[src/rtl/expr_pkg.sv]
// Shared definitions for the expression stream: FSM states and ASCII codes,
// common to the transmitter and the expr recognizer.
package expr_pkg;

    typedef enum logic [1:0] {
        S_IDLE  = 2'd0,
        S_DIGIT = 2'd1,
        S_OP    = 2'd2,
        S_DONE  = 2'd3
    } state_t;

    localparam logic [7:0] CH_0    = 8'd48;
    localparam logic [7:0] CH_9    = 8'd57;
    localparam logic [7:0] CH_PLUS = 8'd43;
    localparam logic [7:0] CH_STAR = 8'd42;

    // A BCD nibble is legal when its ASCII form lands inside '0'..'9'.
    function automatic logic digit_ok(input logic [3:0] d);
        logic [7:0] ch;
        ch = CH_0 + {4'd0, d};
        return (ch <= CH_9);
    endfunction

endpackage

[src/rtl/expr_tx_if.sv]
// Request/stream bundle between the command source, expr_tx and the consumer.
interface expr_tx_if #(
    parameter int MAX_TERMS = 8,
    parameter int NW        = $clog2(MAX_TERMS + 1)
);
    localparam int OPW = (MAX_TERMS > 1) ? MAX_TERMS - 1 : 1;

    logic                     load;
    logic [4*MAX_TERMS-1:0]   digits;
    logic [OPW-1:0]           ops;
    logic [NW-1:0]            nterms;
    logic                     ready;
    logic [7:0]               out;
    logic                     out_valid;
    logic                     busy;
    logic                     done;
    logic                     err;

    // Transmitter side: takes the request and the downstream ready.
    modport master (
        input  load, digits, ops, nterms, ready,
        output out, out_valid, busy, done, err
    );

    // Source/consumer side.
    modport slave (
        output load, digits, ops, nterms, ready,
        input  out, out_valid, busy, done, err
    );
endinterface

[src/rtl/expr_char_enc.sv]
// Maps one stream element (digit or operator) onto its ASCII byte.
module expr_char_enc
    import expr_pkg::*;
(
    input  logic       is_op_i,
    input  logic [3:0] digit_i,
    input  logic       op_i,
    output logic [7:0] ch_o
);

    // Operator bit 1 selects '*', 0 selects '+'; digits are offset from '0'.
    always_comb begin
        ch_o = 8'd0;
        if (is_op_i) begin
            ch_o = op_i ? CH_STAR : CH_PLUS;
        end else begin
            ch_o = CH_0 + {4'd0, digit_i};
        end
    end

endmodule

[src/rtl/expr_tx.sv]
// Expression transmitter: validates a parallel expression, latches it and
// serialises it as digit (op digit)* over a valid/ready stream.
module expr_tx
    import expr_pkg::*;
#(
    parameter int MAX_TERMS = 8,
    parameter int NW        = $clog2(MAX_TERMS + 1)
) (
    input  logic      clk,
    input  logic      clr,
    expr_tx_if.master bus
);

    localparam int OPW = (MAX_TERMS > 1) ? MAX_TERMS - 1 : 1;
    localparam int DW  = 4 * MAX_TERMS;

    state_t            state_q, state_d;
    logic [NW-1:0]     idx_q, idx_d;
    logic [NW-1:0]     nterms_q, nterms_d;
    logic [DW-1:0]     digits_q, digits_d;
    logic [OPW-1:0]    ops_q, ops_d;
    logic              err_q, err_d;
    logic [7:0]        out_q, out_d;
    logic              out_valid_q, out_valid_d;
    logic              busy_q, busy_d;
    logic              done_q, done_d;

    logic              digits_ok_s;
    logic              count_ok_s;
    logic              load_ok_s;
    logic              xfer_s;
    logic [DW-1:0]     digits_sh_s;
    logic [OPW-1:0]    ops_sh_s;
    logic [7:0]        enc_ch_s;

    // Request check: count in 1..MAX_TERMS and every active digit is BCD.
    always_comb begin
        digits_ok_s = 1'b1;
        for (int i = 0; i < MAX_TERMS; i++) begin
            if ((NW'(i) < bus.nterms) && !digit_ok(bus.digits[4*i +: 4])) begin
                digits_ok_s = 1'b0;
            end else begin
                digits_ok_s = digits_ok_s;
            end
        end
        count_ok_s = (bus.nterms != {NW{1'b0}}) && (bus.nterms <= NW'(MAX_TERMS));
        load_ok_s  = digits_ok_s & count_ok_s;
    end

    assign xfer_s = out_valid_q & bus.ready;

    // Next-state logic: walks DIGIT/OP on each transfer, latches on load.
    always_comb begin
        state_d  = state_q;
        idx_d    = idx_q;
        nterms_d = nterms_q;
        digits_d = digits_q;
        ops_d    = ops_q;
        err_d    = 1'b0;
        case (state_q)
            S_IDLE: begin
                if (bus.load) begin
                    if (load_ok_s) begin
                        nterms_d = bus.nterms;
                        digits_d = bus.digits;
                        ops_d    = bus.ops;
                        idx_d    = {NW{1'b0}};
                        state_d  = S_DIGIT;
                    end else begin
                        err_d    = 1'b1;
                    end
                end else begin
                    state_d = S_IDLE;
                end
            end
            S_DIGIT: begin
                if (xfer_s) begin
                    if (idx_q == (nterms_q - NW'(1))) begin
                        state_d = S_DONE;
                    end else begin
                        state_d = S_OP;
                    end
                end else begin
                    state_d = S_DIGIT;
                end
            end
            S_OP: begin
                if (xfer_s) begin
                    idx_d   = idx_q + NW'(1);
                    state_d = S_DIGIT;
                end else begin
                    state_d = S_OP;
                end
            end
            S_DONE: begin
                state_d = S_IDLE;
            end
            default: begin
                state_d = S_IDLE;
            end
        endcase
    end

    // Select the current term/operator from the next-cycle latched data.
    always_comb begin
        digits_sh_s = digits_d >> {idx_d, 2'b00};
        ops_sh_s    = ops_d >> idx_d;
    end

    expr_char_enc u_enc (
        .is_op_i (state_d == S_OP),
        .digit_i (digits_sh_s[3:0]),
        .op_i    (ops_sh_s[0]),
        .ch_o    (enc_ch_s)
    );

    // Output decode for the next cycle so every output leaves a flop.
    always_comb begin
        out_valid_d = (state_d == S_DIGIT) || (state_d == S_OP);
        busy_d      = (state_d != S_IDLE);
        done_d      = (state_d == S_DONE);
        if (out_valid_d) begin
            out_d = enc_ch_s;
        end else begin
            out_d = 8'd0;
        end
    end

    // State, latched request and registered outputs; clr drops them at once.
    always_ff @(posedge clk or posedge clr) begin
        if (clr) begin
            state_q     <= S_IDLE;
            idx_q       <= {NW{1'b0}};
            nterms_q    <= {NW{1'b0}};
            digits_q    <= {DW{1'b0}};
            ops_q       <= {OPW{1'b0}};
            err_q       <= 1'b0;
            out_q       <= 8'd0;
            out_valid_q <= 1'b0;
            busy_q      <= 1'b0;
            done_q      <= 1'b0;
        end else begin
            state_q     <= state_d;
            idx_q       <= idx_d;
            nterms_q    <= nterms_d;
            digits_q    <= digits_d;
            ops_q       <= ops_d;
            err_q       <= err_d;
            out_q       <= out_d;
            out_valid_q <= out_valid_d;
            busy_q      <= busy_d;
            done_q      <= done_d;
        end
    end

    assign bus.out       = out_q;
    assign bus.out_valid = out_valid_q;
    assign bus.busy      = busy_q;
    assign bus.done      = done_q;
    assign bus.err       = err_q;

endmodule

[src/flat_wrapper.sv]
// flat-port wrapper written by rule: the top's interface ports become plain ports
module expr_tx_flat import expr_pkg::*;
#(
    parameter int MAX_TERMS = 8,
    parameter int NW        = $clog2(MAX_TERMS + 1)
)
  (clk, clr, bus_load, bus_digits, bus_ops, bus_nterms, bus_ready, bus_out, bus_out_valid, bus_busy, bus_done, bus_err);
  expr_tx_if #(.MAX_TERMS(MAX_TERMS), .NW(NW)) bus_i ();
  input  logic clk;
  input  logic clr;
  input wire logic [$bits(bus_i.load)-1:0] bus_load;
  input wire logic [$bits(bus_i.digits)-1:0] bus_digits;
  input wire logic [$bits(bus_i.ops)-1:0] bus_ops;
  input wire logic [$bits(bus_i.nterms)-1:0] bus_nterms;
  input wire logic [$bits(bus_i.ready)-1:0] bus_ready;
  output wire logic [$bits(bus_i.out)-1:0] bus_out;
  output wire logic [$bits(bus_i.out_valid)-1:0] bus_out_valid;
  output wire logic [$bits(bus_i.busy)-1:0] bus_busy;
  output wire logic [$bits(bus_i.done)-1:0] bus_done;
  output wire logic [$bits(bus_i.err)-1:0] bus_err;
  assign bus_i.load = bus_load;
  assign bus_i.digits = bus_digits;
  assign bus_i.ops = bus_ops;
  assign bus_i.nterms = bus_nterms;
  assign bus_i.ready = bus_ready;
  assign bus_out = bus_i.out;
  assign bus_out_valid = bus_i.out_valid;
  assign bus_busy = bus_i.busy;
  assign bus_done = bus_i.done;
  assign bus_err = bus_i.err;
  expr_tx #(.MAX_TERMS(MAX_TERMS), .NW(NW)) u_core (.clk(clk), .clr(clr), .bus(bus_i));
endmodule
[config.mk]
export PLATFORM = sky130hd
export DESIGN_NAME = expr_tx_flat
export DESIGN_NICKNAME = d
export VERILOG_FILES = /design/src/rtl/expr_pkg.sv /design/src/rtl/expr_tx_if.sv /design/src/rtl/expr_char_enc.sv /design/src/rtl/expr_tx.sv /design/src/flat_wrapper.sv
export SDC_FILE = /design/constraint.sdc
export NUM_CORES = 1
export LEC_CHECK = 0
export ABC_AREA = 1
export CORE_AREA = 10 10 79 98
export CTS_BUF_LIST = sky130_fd_sc_hd__clkbuf_8
export CTS_CLUSTER_DIAMETER = 40
export DETAILED_ROUTE_END_ITERATION = 16
export DIE_AREA = 0 0 89 108
export PLACE_DENSITY = 0.82
export SLEW_MARGIN = 30
export SYNTH_ARGS = -nofsm -noshare
export SYNTH_HDL_FRONTEND = slang
export SYNTH_SLANG_ARGS = --single-unit
[constraint.sdc]
create_clock -name clk -period 6.2 [get_ports clk]
set_clock_uncertainty 0.2 [all_clocks]
set_input_delay 0.62 -clock clk [delete_from_list [all_inputs] [get_ports clk]]
set_output_delay 0.62 -clock clk [all_outputs]
set_load 0.02 [all_outputs]
; Word-level counts from Yosys, hierarchy flattened
; Cells that the tools add are included.
[totals]
reg_bits = 61
inputBits = 47
out_inout_bits = 12
elab_cells = 101
[op_classes]
n_addsub = 11
magnitude_cmp = 17
n_eq_ne = 7
n_shift = 2
mux = 30
n_bitwise = 2
reduce_logical = 22
[ops]
columns = operator, n
row1 = 32-bit 2-to-1 mux, 3
row2 = 8-bit by 6-bit less-or-equal comparator with 1-bit output (second input constant), 8
row3 = 6-bit by 4-bit adder with 7-bit output (first input constant), 9
row4 = 32-bit by 6-bit right shift with 4-bit output, 1
row5 = 7-bit 2-to-1 mux, 3
row6 = 3-bit by 4-bit less-than comparator with 1-bit output (first input constant), 4
row7 = 8-bit 2-to-1 mux, 2
row8 = 1-bit 2-to-1 mux, 13
row9 = 4-bit 2-to-1 mux, 3
row10 = 1-bit logical AND, 9
row11 = 2-bit == test (second input constant), 4
row12 = 1-bit zero test, 8
row13 = 1-bit by 4-bit less-than comparator with 1-bit output (first input constant), 2
row14 = 2-bit by 4-bit less-than comparator with 1-bit output (first input constant), 2
row15 = 2-bit 2-to-1 mux, 4
row16 = 2-bit one-hot mux with 4 select lines, 1
row17 = 4-bit one-hot mux with 2 select lines, 1
row18 = 7-bit by 4-bit right shift with 1-bit output, 1
row19 = 4-bit by 1-bit adder with 4-bit output (second input constant), 1
row20 = 2-bit by 1-bit == test with 1-bit output (second input constant), 2
row21 = 4-bit == test, 1
row22 = 4-bit less-or-equal comparator (second input constant), 1
row23 = 4-bit nonzero test, 1
row24 = 4-bit by 1-bit subtractor with 4-bit output (second input constant), 1
row25 = other kinds (5), 6

; Logic depth before layout (Yosys ltp)
; Gate-level depths: netlist of run 1.
[depth]
ltp_word = 20
depth_mapped = 19
mapped_depth_nobuf = 17

; By module
; A second synthesis of run 1 with hierarchy kept.
[unflattened]
cells_unflattened = 463
hier_area_um2 = 3460.8
[by_module_without_submodules]
columns = mod, n_inst, cells_each, area_per_inst_um2, seq_area_each_um2
row1 = expr_tx, 1, 449, 3392.0, 1526.5
row2 = expr_char_enc, 1, 14, 68.8, 0.0

; Least setup slack after synthesis of run 1
; No wires, ideal clock.
[synth_path]
kind = input -> register
startpoint = in bus_digits[13]
endpoint = reg u_core.out_q[2] (netlist: u_core.bus.out[2])
setup_time_ns = 0.071
t_arrival_ns = 2.493
setup_slack_ns = 3.436
stages = 15
n_path_buf = 3
cell_sequence = or2_1 nand2_1 nand3_2 nor2_4 nand3_2 buf_6 buf_6 buf_6 nand3_1 inv_1 ha_1 inv_1 nor3_2 nand2_1 nor2_1
[synth_via]
word_cells_on_any_way = 26
[synth_rtl]
columns = item, line_no
row1 = from (decl), flat_wrapper.sv:12  ; input wire logic [$bits(bus_i.digits)-1:0] bus_digits;
row2 = 6-bit by 4-bit adder with 7-bit output (*), expr_pkg.sv:20  ; ch = CH_0 + {4'd0, d};
row3 = 8-bit by 6-bit less-or-equal comparator with 1-bit output (*), expr_pkg.sv:21  ; return (ch <= CH_9);
row4 = 1-bit zero test (*), expr_tx.sv:40  ; if ((NW'(i) < bus.nterms) && !digit_ok(bus.digits[4*i +: 4])) begin
row5 = 1-bit logical AND (*), expr_tx.sv:40
row6 = 1-bit 2-to-1 mux (*) (5 in series), expr_tx.sv:40
row7 = 1-bit AND (*), expr_tx.sv:47  ; load_ok_s = digits_ok_s & count_ok_s;
row8 = 2-bit 2-to-1 mux (*), expr_tx.sv:63  ; if (load_ok_s) begin
row9 = 2-bit 2-to-1 mux (*), expr_tx.sv:62  ; if (bus.load) begin
row10 = 2-bit one-hot mux with 4 select lines (*), expr_tx.sv:60  ; case (state_q)
row11 = via u_core.state_d[0], expr_tx.sv:17  ; state_t state_q, state_d;
row12 = 2-bit == test / 2-bit by 1-bit == test with 1-bit output (equally long branches), "expr_tx.sv:111, expr_tx.sv:119"
row13 = 8-bit 2-to-1 mux / 1-bit logical OR (equally long branches), "expr_char_enc.sv:14, expr_tx.sv:119"
row14 = 8-bit 2-to-1 mux (*), expr_tx.sv:122  ; if (out_valid_d) begin
row15 = via u_core.out_d[2], expr_tx.sv:23  ; logic [7:0] out_q, out_d;
row16 = to (signal assigned), expr_tx.sv:149  ; out_q <= out_d;
row17 = to (decl), expr_tx.sv:23
; The timed path passes the listed nets; every way through them passes the cells marked *.
; A chain may end at the register's enable or synchronous reset.

; Worst setup path after layout of run 1
[layout_path]
startpoint = in bus_nterms[2]
endpoint = reg u_core.out_q[2] (netlist: u_core.bus.out[2])
[layout_via]
word_cells_on_any_way = 44
[layout_rtl]
columns = item, line_no
row1 = from (decl), flat_wrapper.sv:14  ; input wire logic [$bits(bus_i.nterms)-1:0] bus_nterms;
row2 = 1-bit by 4-bit less-than comparator with 1-bit output, expr_tx.sv:40
row3 = 1-bit logical AND, expr_tx.sv:40
row4 = 1-bit 2-to-1 mux (8 in series), expr_tx.sv:40
row5 = 1-bit AND (*), expr_tx.sv:47
row6 = 2-bit 2-to-1 mux (*), expr_tx.sv:63
row7 = 2-bit 2-to-1 mux (*), expr_tx.sv:62
row8 = 2-bit one-hot mux with 4 select lines (*), expr_tx.sv:60
row9 = via u_core.state_d[0], expr_tx.sv:17
row10 = 2-bit == test / 2-bit by 1-bit == test with 1-bit output (equally long branches), "expr_tx.sv:111, expr_tx.sv:119"
row11 = 8-bit 2-to-1 mux / 1-bit logical OR (equally long branches), "expr_char_enc.sv:14, expr_tx.sv:119"
row12 = 8-bit 2-to-1 mux (*), expr_tx.sv:122
row13 = via u_core.out_d[2], expr_tx.sv:23
; Marks and branches as above.

==> summary.md, run 1 <==
| Metric | Value |
|---|---|
| WL met3 | 643 um |
| First-pass GRT wire length | 13900 um |
| Worst R2R Path Depth | 11 |
| Setup Crit Path Kind | in2reg |
| Unique cell type count in the Yosys netlist | 34 |
| I/O Buffers | 56 |
| FP Rows | 32 |
| Fin area | 3890 um2 |
| Reg2Reg Launch Point | u_core.state_q[0] |
| Worst Path Max Fanout | 56 |
| P_leak | between 2 and 2.5 nW |
| Status | complete, no violations |
| CTS Hold Bufs | 0 |
| Fill count | 502 |
| RSZ-0062 raised after global routing | false |
| Clock Sinks | 58 |
| Remaining Overflow, GRT | 0 |
| DRC viols | 0 |
| Met1 WL | 3350 um |
| Reg-to-Reg End | u_core.bus.out[2] |
| Worst hold slack | 267 ps |
| Total GRT Usage | 18.6% |
| Yosys reg bits | 58 |
| Routed wl met2 | 4180 um |
| Final Util | 65.3% |
| Max_cap viols | 0 |
| Core region area | 5970 um2 |
| # H-tree levels | 3 |
| Post-route ant nets | 0 |
| Worst Tran Pin Value | 778 ps |
| Placed cell area | around 3700 um2 |
| Pin count of the biggest net entering global routing | 59 |
| Wire per inst | 16.0 um |
| VDD IR max | slightly above 200 uV |
| Worst Hold Path Cells | 2 |
| Register area share after synthesis | around 46% |
| Post-synth ARST share | 100% |
| CTS Buffer Depth | 2 |
| Detailed Place HPWL | 6010 um |
| Non-Filler Instances | 530 |
| TritonCTS clock tree | built |
| Synthesized area | roughly 3200 um2 |
| Ratio of cells with drive above 1 in the final layout | 7.36% |
| Worst EP arrival | 3810 ps |
| Root Buffer | clkbuf_8 |
| Fin crit share | 60.3% |
| Worst hold path type | reg2reg |
| Min-delay src | u_core.digits_q[19] |
| Setup TNS | 0 ps |
| Data required, critical path | 6280 ps |
| PD cells | 427 nW/um2 |
| Endpoints failing setup | 0 |
| CTS buffer count | 9 |
| Final net count | 510 |
| Number of I/O pins | 59 |
| DR vias | 2910 |
| Final wirelength | 8480 um |
| Placed insts | 514 |
| Die Y-Extent | 108 um |
| Vias in the first global route | 2943 |
| Tmin final | between 3000 and 4000 ps |
| Initial antenna violation count | 0 |
| Ys flop type | dfrtp_1 |
| Die Wd | just under 90 um |
| Die area | 9610 um2 |
| DR iter-0 viols | about 290 |
| Avg Synthesized Cell Area | 7.78 um2 |
| DRT Pass-1 Iters | 4 |
| Syn-to-layout area delta | 23.2% |
| Slew margin rel. | 48.0% |
| Clk pin slew, worst setup/hold paths | 60 ps |
| Slew Limit Fails | 0 |
| Initial Util | 53.0% |
| Worst hold endpoint | u_core.digits_q[19] |
| Inserted Diodes | 0 |
| Post-CTS Setup Repair Bufs | 0 |
| Fmax | 0.268 GHz |
| Sequential cell area | around 1500 um2 |
| RD Place Congestion | 0.841 |
| Flop2flop setup slack | 3020 ps |
| Via density | 5.49 |
| Post_cts resized | 0 |
| Skew-Pair Late Insertion Delay | 350 ps |
| CP startpoint kind | input pin |
| EDFF count, synth | 0 |
| Top sig layer | met4 |
| CP endpoint kind | flip-flop |
| Hold Vio Cnt, Final | 0 |
| Mapped Cells | 406 |
| YS warnings | 0 |
| Multi-input gate area | ~1400 um2 |
## worst max-delay path, cell delays in order
cell	delay, ps
clkdlybuf4s50_1	520
nor2_4	190
nand2_1	90
nand2_1	90
nand3_2	80
nor2_4	510
nand3_2	140
buf_4	350
nand3_1	260
inv_1	90
ha_1	300
inv_1	110
nor3_2	250
nand2_1	90
nor2_1	90
## metrics by stage
step / setup slack (ps) / power, W
2_1_floorplan: 3440 / 0.00113
3_3_place_gp: 2280 / 0.00130
3_5_place_dp: 2170 / 0.00133
4_1_cts: 2510 / 0.00166
5_1_grt: 2230 / 0.00179
6_report: 2460 / 0.00166
## registers in the layout (all words and copies together), names as in the netlist
signal,flops
u_core.bus.busy,1
u_core.bus.done,1
u_core.bus.err,1
u_core.bus.out,6
u_core.digits_q,32
u_core.idx_q,4
u_core.nterms_q,4
u_core.ops_q,7
u_core.state_q,2
## cell usage after synthesis, types with 2 or more instances
cell      count  area share, %
a21oi_1       8            1.3
o21a_1        2           0.47
nand2_1     123             15
inv_1        43            5.1
o21ai_0      15            2.4
clkinv_1      2           0.24
dfrtp_1      58             46
xor2_1        2           0.55
inv_2         5           0.59
xnor2_1       3           0.83
nor2_4        3            1.1
buf_6         3            1.1
o21ai_1       4           0.63
nand4_1      34            6.7
ha_1          6            2.4
nor2_1       16            1.9
clkbuf_1      4           0.47
buf_2         8            1.3
nand3_2       3           0.95
nand3_1      47            7.4
buf_4         4           0.95
## area by class of cell
type                    count  area share, %
flip-flops and latches     58           37.3
multi-input cells         280           36.2
repair buffers             58           14.8
inverters                  50           4.82
clock buffers              12           4.24
well taps                  68           2.19
clock inverters             4          0.450
## layout by cell type (no fill, tap or decap)
cell | synthesis | routed
nand2_1 | 123 | 123
dfrtp_1 | 58 | 58
clkdlybuf4s50_1 | 0 | 56
nand3_1 | 47 | 47
inv_1 | 43 | 44
nand4_1 | 34 | 34
nor2_1 | 16 | 16
o21ai_0 | 15 | 15
clkbuf_8 | 0 | 12
a21oi_1 | 8 | 8
inv_2 | 5 | 6
ha_1 | 6 | 6
nor2_4 | 3 | 4
o21ai_1 | 4 | 4
nand3_2 | 3 | 3
xnor2_1 | 3 | 3
o21a_1 | 2 | 2
clkinv_1 | 2 | 2
xor2_1 | 2 | 2
conb_1 | 1 | 2
clkinv_2 | 0 | 2
buf_4 | 4 | 2
or2_1 | 1 | 1
or2_0 | 1 | 1
or2_2 | 1 | 1
nor3_1 | 1 | 1
o21a_2 | 1 | 1
mux2i_1 | 1 | 1
nand2_2 | 1 | 1
a21oi_4 | 1 | 1
o211ai_1 | 1 | 1
nor3_2 | 1 | 1
a21boi_0 | 1 | 1
## routing by layer
| metal | track usage, % | vias to the layer above |
|---|---|---|
| li1 | - | 1420 |
| met1 | 21.9 | 1349 |
| met5 | 0 | - |
| met3 | 4.51 | 26 |
| met4 | 11.6 | 0 |
| met2 | 29.7 | 115 |
## logic make-up (layout without fill, tap and decap cells)
family	after synthesis	count (layout)	share of synthesized area, %
other	1	2	0.119
and+or+nand+nor	233	233	34.2
adders and majority gates	6	6	2.38
DFF	58	58	45.9
AOI/OAI and AO/OA	33	33	6.02
xor gates and xnor gates	5	5	1.39
muxes	1	1	0.317
buffers and inverters	69	124	9.70
## report_power, final
group	internal (W)	switching, W
Sequential	0.000548	0.0000640
Clock	0.000173	0.000151
Combinational	0.000274	0.000454
## worst max-delay path by stage
stage                         startpoint                 to  cells after the start
final                      bus_nterms[2]  u_core.bus.out[2]                     15
after global routing       bus_nterms[2]  u_core.bus.out[2]                     15
after CTS                  bus_nterms[2]  u_core.bus.out[2]                     15
after detailed placement   bus_nterms[2]  u_core.bus.out[2]                     15
after global placement     bus_nterms[2]  u_core.bus.out[2]                     15
after floorplan           bus_digits[13]  u_core.bus.out[2]                     15
(Power assumes the default switching activity.)
==> run 2, diff against run 1 <==
--- a/config.mk
+++ b/config.mk
@@ -6,12 +6,12 @@
 export NUM_CORES = 1
 export LEC_CHECK = 0
 export ABC_AREA = 1
-export CORE_AREA = 10 10 79 98
+export CORE_AREA = 10 10 83 103
 export CTS_BUF_LIST = sky130_fd_sc_hd__clkbuf_8
 export CTS_CLUSTER_DIAMETER = 40
 export DETAILED_ROUTE_END_ITERATION = 16
-export DIE_AREA = 0 0 89 108
-export PLACE_DENSITY = 0.82
+export DIE_AREA = 0 0 93 113
+export PLACE_DENSITY = 0.77
 export SLEW_MARGIN = 30
 export SYNTH_ARGS = -nofsm -noshare
 export SYNTH_HDL_FRONTEND = slang
==> constraint.sdc (replaced) <==
create_clock -name clk -period 3.4 [get_ports clk]
set_clock_uncertainty 0.2 [all_clocks]
set_input_delay 0.34 -clock clk [delete_from_list [all_inputs] [get_ports clk]]
set_output_delay 0.34 -clock clk [all_outputs]
set_load 0.02 [all_outputs]
==> run 2 against run 1 <==
Flip-flop and latch count did not move; register-to-register slack worse by 2100 ps; sequential share of layout area down 1.1 points; critical path depth is the same; sequential power grew 83%; combinational power grew 86%; routed wire length up 0.35%; count of clock-buffer cells in the layout is 3 lower; worst hold slack lost 200 ps; largest power group unchanged; clock power rose by 120%; final cell count rose by 5.1%; non-clock buffer count is 8 higher.
==> summary.md, run 2 (same netlist as run 1, synthesis figures left out) <==
| Metric | Value |
|---|---|
| Status | complete, no violations (unchanged) |
| Worst Tran Pin Value | 555 ps (was 778 ps) |
| Slew margin rel. | 62.8% (was 48.0%) |
| FP Rows | 33 (was 32) |
| Detailed Place HPWL | 6400 um (was 6010 um) |
| Slew Limit Fails | 0 (unchanged) |
| Setup WS post-layout | 725 ps (was 2460 ps) |
| Die Y-Extent | 113 um (was 108 um) |
| Worst Path Max Fanout | 19 (was 56) |
| DR vias | 2956 (was 2910) |
| Root Buffer | clkbuf_8 (unchanged) |
| Skew-Pair Late Insertion Delay | 350 ps (about the same) |
| CTS Buffer Depth | 2 (unchanged) |
| Initial antenna violation count | 0 (unchanged) |
| Total GRT Usage | 16.6% (was 18.6%) |
| Worst EP arrival | 2700 ps (was 3810 ps) |
| Placed cell area | 3790 um2 (was 3710 um2) |
| P_leak | 2.05 nW (was 2.01 nW) |
| Remaining Overflow, GRT | 0 (unchanged) |
| PD cells | 792 nW/um2 (was 427 nW/um2) |
| First-pass GRT wire length | 14100 um (was 13900 um) |
| VDD IR max | 411 uV (was 207 uV) |
| DR iter-0 viols | 271 (was 291) |
| Worst hold path type | in2async (was reg2reg) |
| CTS Hold Bufs | 0 (unchanged) |
| Max FFs per register | 32 (unchanged) |
| Fill count | 596 (was 502) |
| Worst path cell trace | clkdlybuf4s50_1, nor2_4, nand2_1, nand2_1, inv_1, nand3_2, nor2_4, nand3_2, clkinv_1, nand2_1, nand2_1, nand2_1, nand3_1, a21oi_1, nor2_1 (was clkdlybuf4s50_1, nor2_4, nand2_1, nand2_1, nand3_2, nor2_4, nand3_2, buf_4, nand3_1, inv_1, ha_1, inv_1, nor3_2, nand2_1, nor2_1) |
| CP endpoint kind | flip-flop (unchanged) |
| Die Wd | 93 um (was 89 um) |
| DRT Pass-1 Iters | 4 (unchanged) |
| Tmin final | about 2700 ps |
| Largest Register | u_core.digits_q (unchanged) |
| # H-tree levels | 3 (unchanged) |
| Inserted Diodes | 0 (unchanged) |
| Slowest CP cell | clkdlybuf4s50_1 (unchanged) |
| Leading cell type in the layout, fill and taps excluded | nand2_1 (unchanged) |
| Die area | 10500 um2 (was 9610 um2) |
| Max incr delay on CP | 520 ps (about the same) |
| Fmax | 0.374 GHz |
| Placed insts | 541 (was 514) |
| Via density | 5.31 (was 5.49) |
| Post-route ant nets | 0 (unchanged) |
| DRC viols | 0 (unchanged) |
| Clock Sinks | 58 (unchanged) |
| Post_cts resized | 0 (unchanged) |
| RSZ-0062 raised after global routing | false (unchanged) |
| Setup Crit Path Kind | in2reg (unchanged) |
| Non-Filler Instances | 557 (was 530) |
| CTS buffer count | 9 (unchanged) |
| Syn-to-layout area delta | 26.8% (was 23.2%) |
| Data required, critical path | 3430 ps (was 6280 ps) |
| Setup WS pre-CTS | 410 ps (was 2170 ps) |
| Initial Util | 48.4% (was 53.0%) |
| CP startpoint kind | input pin (unchanged) |
| Top cell by count, worst path | nand2_1 (unchanged) |
| TritonCTS clock tree | built (unchanged) |
| Ratio of cells with drive above 1 in the final layout | 9.36% (was 7.36%) |
| Max_cap viols | 0 (unchanged) |
| I/O Buffers | 56 (unchanged) |
| Final net count | 518 (was 510) |
| Number of I/O pins | 59 (unchanged) |
| Clk pin slew, worst setup/hold paths | 70 ps (was 60 ps) |
| Hold Vio Cnt, Final | 0 (unchanged) |
| RD Place Congestion | 0.868 (was 0.841) |
| Setup TNS | 0 ps (unchanged) |
| Wire per inst | 15.3 um (was 16.0 um) |
| Post-CTS Setup Repair Bufs | 0 (unchanged) |
| Pin count of the biggest net entering global routing | 29 (was 59) |
| Fin crit share | 78.7% |
| Most frequent cells in the layout | 123 x nand2_1, 58 x dfrtp_1, 56 x clkdlybuf4s50_1, 47 x nand3_1, 42 x inv_1 (was 123 x nand2_1, 58 x dfrtp_1, 56 x clkdlybuf4s50_1, 47 x nand3_1, 44 x inv_1) |
| Core region area | 6520 um2 (was 5970 um2) |
| Final wirelength | 8510 um (was 8480 um) |
| Vias in the first global route | 3036 (was 2943) |
| Fin area | 4010 um2 (was 3890 um2) |
| Endpoints failing setup | 0 (unchanged) |
[run 2: changes by cell type in the layout (fill, tap and decap cells not counted), sizes merged]
cell	previous run	this run
clkbuf	12	9
clkinv	4	5
clkinvlp	0	2
bufinv	0	2
buf	2	10
inv	50	48
[run 2: through the flow]
step / power (W) / util, % / hold WS [ps]
detailed placement: 0.00247 / 58.1 / 256
floorplan: 0.00206 / - / 237
CTS: 0.00317 / 61.4 / 74.9
global route: 0.00341 / 61.4 / 108
finish: 0.00317 / 61.4 / 70.4
global placement: 0.00242 / 58.1 / 248
[run 2: worst max-delay path, delay by kind of cell]
family	cells	cell delay, ps
AND/OR/NAND/NOR	11	1080
buffers and inverters	3	1040
AO/OA/AOI/OAI	1	230
[run 2: routing by layer]
layer | routed length, um | global-route usage (%)
met5 | 0 | 0
met4 | 182 | 8.14
met3 | 461 | 4.10
met2 | 4300 | 27.8
met1 | 3560 | 19.3
[run 2: path summary, 6_finish.rpt]
| check | from | end | slack (ps) | depth (start not counted) |
|---|---|---|---|---|
| hold / removal | clr | u_core.ops_q[2] | 70 | 2 |
| setup / recovery | bus_nterms[2] | u_core.bus.out[2] | 730 | 15 |
| min in group clk | u_core.digits_q[16] | u_core.digits_q[16] | 270 | 2 |
| max in group asynchronous | clr | u_core.digits_q[1] | 2260 | 3 |
| hold reg to reg | u_core.digits_q[16] | u_core.digits_q[16] | 270 | 2 |
| setup reg to reg | u_core.nterms_q[0] | u_core.bus.out[2] | 920 | 13 |
[run 2: report_power, final]
group	switching [W]	internal, W	total [W]
combinational	0.000825	0.000523	0.00135
clock	0.000290	0.000410	0.000700
sequential	0.000125	0.000999	0.00112
total	0.00124	0.00193	0.00317
[run 2: cell type report]
cell class | instances | area (um2) | share of cell area (%)
sequential | 58 | 1450 | 36.2
multi-input combinational | 280 | 1410 | 35.1
timing repair buffer | 66 | 636 | 15.9
inverter | 50 | 188 | 4.68
clock buffer | 9 | 124 | 3.09
tap | 87 | 109 | 2.72
clock inverter | 7 | 93.8 | 2.34
==> run 3, diff against run 2 <==
--- a/config.mk
+++ b/config.mk
@@ -6,12 +6,12 @@
 export NUM_CORES = 1
 export LEC_CHECK = 0
 export ABC_AREA = 1
-export CORE_AREA = 10 10 83 103
+export CORE_AREA = 10 10 80 99
 export CTS_BUF_LIST = sky130_fd_sc_hd__clkbuf_8
 export CTS_CLUSTER_DIAMETER = 40
 export DETAILED_ROUTE_END_ITERATION = 16
-export DIE_AREA = 0 0 93 113
-export PLACE_DENSITY = 0.77
+export DIE_AREA = 0 0 90 109
+export PLACE_DENSITY = 0.8
 export SLEW_MARGIN = 30
 export SYNTH_ARGS = -nofsm -noshare
 export SYNTH_HDL_FRONTEND = slang
==> constraint.sdc (replaced) <==
create_clock -name clk -period 2.65 [get_ports clk]
set_clock_uncertainty 0.2 [all_clocks]
set_input_delay 0.265 -clock clk [delete_from_list [all_inputs] [get_ports clk]]
set_output_delay 0.265 -clock clk [all_outputs]
set_load 0.02 [all_outputs]
==> run 3 against run 2 <==
Via count increased by 2.2%; core utilization increased by 7.0 points; worst hold slack improved by 35 ps; largest cell class unchanged; critical path type unchanged; flip-flop and latch count unchanged; non-clock buffer count increased by 18.
==> summary.md, run 3 (same netlist as run 1, synthesis figures left out) <==
| Metric | Value |
|---|---|
| Status | complete, no violations (unchanged) |
| Post_cts resized | 0 (unchanged) |
| Clk pin slew, worst setup/hold paths | 70 ps (about the same) |
| Detailed Place HPWL | 6520 um (was 6400 um) |
| Syn-to-layout area delta | 31.0% (was 26.8%) |
| Fmax | 0.404 GHz |
| Final net count | 536 (was 518) |
| CP endpoint kind | flip-flop (unchanged) |
| Vias in the first global route | 3074 (was 3036) |
| Worst hold path type | in2async (unchanged) |
| DRC viols | 0 (unchanged) |
| Remaining Overflow, GRT | 0 (unchanged) |
| Worst hold slack | 105 ps (was 70.4 ps) |
| Inserted Diodes | 0 (unchanged) |
| CTS buffer count | 9 (unchanged) |
| Die Y-Extent | 109 um (was 113 um) |
| End of the critical path | u_core.bus.out[2] (unchanged) |
| RSZ-0062 raised after global routing | true (was false) |
| First-pass GRT wire length | 14900 um (was 14100 um) |
| Flop2flop setup slack | 210 ps (was 920 ps) |
| Worst path cell trace | clkdlybuf4s50_1, inv_2, buf_4, a21oi_1, nor2_4, nand3_2, clkinv_1, buf_4, nand2_1, nand2_1, o211ai_1, nand3_1, nand2_1, nor2_1 (was clkdlybuf4s50_1, nor2_4, nand2_1, nand2_1, inv_1, nand3_2, nor2_4, nand3_2, clkinv_1, nand2_1, nand2_1, nand2_1, nand3_1, a21oi_1, nor2_1) |
| Non-Filler Instances | 573 (was 557) |
| Largest Register | u_core.digits_q (unchanged) |
| Core region area | 6050 um2 (was 6520 um2) |
| Most frequent cells in the layout | 123 x nand2_1, 58 x dfrtp_1, 56 x clkdlybuf4s50_1, 47 x nand3_1, 42 x inv_1 (unchanged) |
| Initial Util | 52.3% (was 48.4%) |
| Hold Vio Cnt, Final | 0 (unchanged) |
| Top cell by count, worst path | nand2_1 (unchanged) |
| Wire per inst | 15.3 um (about the same) |
| Reg-to-Reg End | u_core.bus.out[3] (was u_core.bus.out[2]) |
| Worst Path Max Fanout | 8 (was 19) |
| Total GRT Usage | 18.8% (was 16.6%) |
| Fin crit share | 93.5% |
| PD cells | 989 nW/um2 (was 792 nW/um2) |
| Total Power | 0.00409 W (was 0.00317 W) |
| Max incr delay on CP | 550 ps (was 520 ps) |
| Clock Sinks | 58 (unchanged) |
| DR iter-0 viols | 252 (was 271) |
| DRT Pass-1 Iters | 4 (unchanged) |
| Root Buffer | clkbuf_8 (unchanged) |
| Initial antenna violation count | 0 (unchanged) |
| Final wirelength | 8770 um (was 8510 um) |
| P_leak | 2.14 nW (was 2.05 nW) |
| Tmin final | 2480 ps |
| Pin count of the biggest net entering global routing | 59 (was 29) |
| Crit path from | bus_nterms[1] (was bus_nterms[2]) |
| Setup TNS | 0 ps (unchanged) |
| Setup Crit Path Kind | in2reg (unchanged) |
| TritonCTS clock tree | built (unchanged) |
| Number of I/O pins | 59 (unchanged) |
| Post-route ant nets | 0 (unchanged) |
| FP Rows | 32 (was 33) |
| Die area | 9810 um2 (was 10500 um2) |
| I/O Buffers | 56 (unchanged) |
| # H-tree levels | 3 (unchanged) |
| CTS Hold Bufs | 0 (unchanged) |
| Worst R2R Path Depth | 12 (was 13) |
| Worst EP arrival | 2490 ps (was 2700 ps) |
| VDD IR max | 448 uV (was 411 uV) |
| Die Wd | 90 um (was 93 um) |
| Data required, critical path | 2670 ps (was 3430 ps) |
| Slew Limit Fails | 0 (unchanged) |
| Max_cap viols | 0 (unchanged) |
| Placed insts | 557 (was 541) |
| Slowest CP cell | clkdlybuf4s50_1 (unchanged) |
| Max FFs per register | 32 (unchanged) |
| CTS Buffer Depth | 2 (unchanged) |
| Leading cell type in the layout, fill and taps excluded | nand2_1 (unchanged) |
| Endpoints failing setup | 0 (unchanged) |
| Reg2Reg Launch Point | u_core.nterms_q[0] (unchanged) |
| CP startpoint kind | input pin (unchanged) |
| Skew-Pair Late Insertion Delay | 340 ps (was 350 ps) |
| RD Place Congestion | 0.910 (was 0.868) |
| Final Util | 68.5% (was 61.4%) |
| Fill count | 490 (was 596) |
| Ratio of cells with drive above 1 in the final layout | 12.7% (was 9.36%) |
| DR vias | 3021 (was 2956) |
| Via density | 5.27 (was 5.31) |
[run 3: stage by stage]
step	setup WS, ps	area, um2
4_1_cts	188	4140
6_report	173	4140
3_5_place_dp	-133	3940
3_3_place_gp	-118	3940
5_1_grt	-1.23	4140
2_1_floorplan	157	3160
[run 3: power breakdown]
group          total [W]  leakage (nW)  internal, W  switching, W
clock network   0.000833         0.105     0.000480      0.000353
registers        0.00144         0.734      0.00128      0.000157
logic            0.00182          1.30     0.000730       0.00109
total            0.00409          2.14      0.00249       0.00160
[run 3: worst min-delay path by stage]
| stage | end | slack, ps | depth (start not counted) |
|---|---|---|---|
| after floorplan | u_core.nterms_q[2] | 170 | 2 |
| after global placement | u_core.ops_q[4] | 250 | 2 |
| after detailed placement | u_core.ops_q[4] | 260 | 2 |
| after CTS | u_core.nterms_q[3] | 110 | 3 |
| after global routing | u_core.bus.out[4] | 140 | 3 |
| final | u_core.bus.out[4] | 100 | 3 |
[run 3: repair_timing]
action / CTS / global route
setup endpoints to repair: 0 / 1
buffers inserted: 0 / 0
hold endpoints to repair: 0 / 0
[run 3: layout make-up]
| class | count | area, um2 | share of cell area, % |
|---|---|---|---|
| clock buffers | 11 | 151 | 3.66 |
| clock inverters | 5 | 52.6 | 1.27 |
| inverters | 50 | 188 | 4.53 |
| multi-input cells | 280 | 1410 | 34.0 |
| flip-flops and latches | 58 | 1450 | 35.1 |
| well taps | 85 | 106 | 2.57 |
| repair buffers | 84 | 783 | 18.9 |
[run 3: layer usage]
metal | track usage (%) | up-vias | part of all wire (%)
li1 | - | 1481 | -
met1 | 22.2 | 1408 | 41
met2 | 32.4 | 122 | 51
met3 | 3.92 | 10 | 5.7
met4 | 8.54 | 0 | 2.0
met5 | 0 | - | 0
[run 3: worst max-delay path, delay by kind of cell]
kind,cells,cell delay (ps)
and+or+nand+nor,7,590
AOI/OAI and AO/OA,2,400
buffers and inverters,5,1230
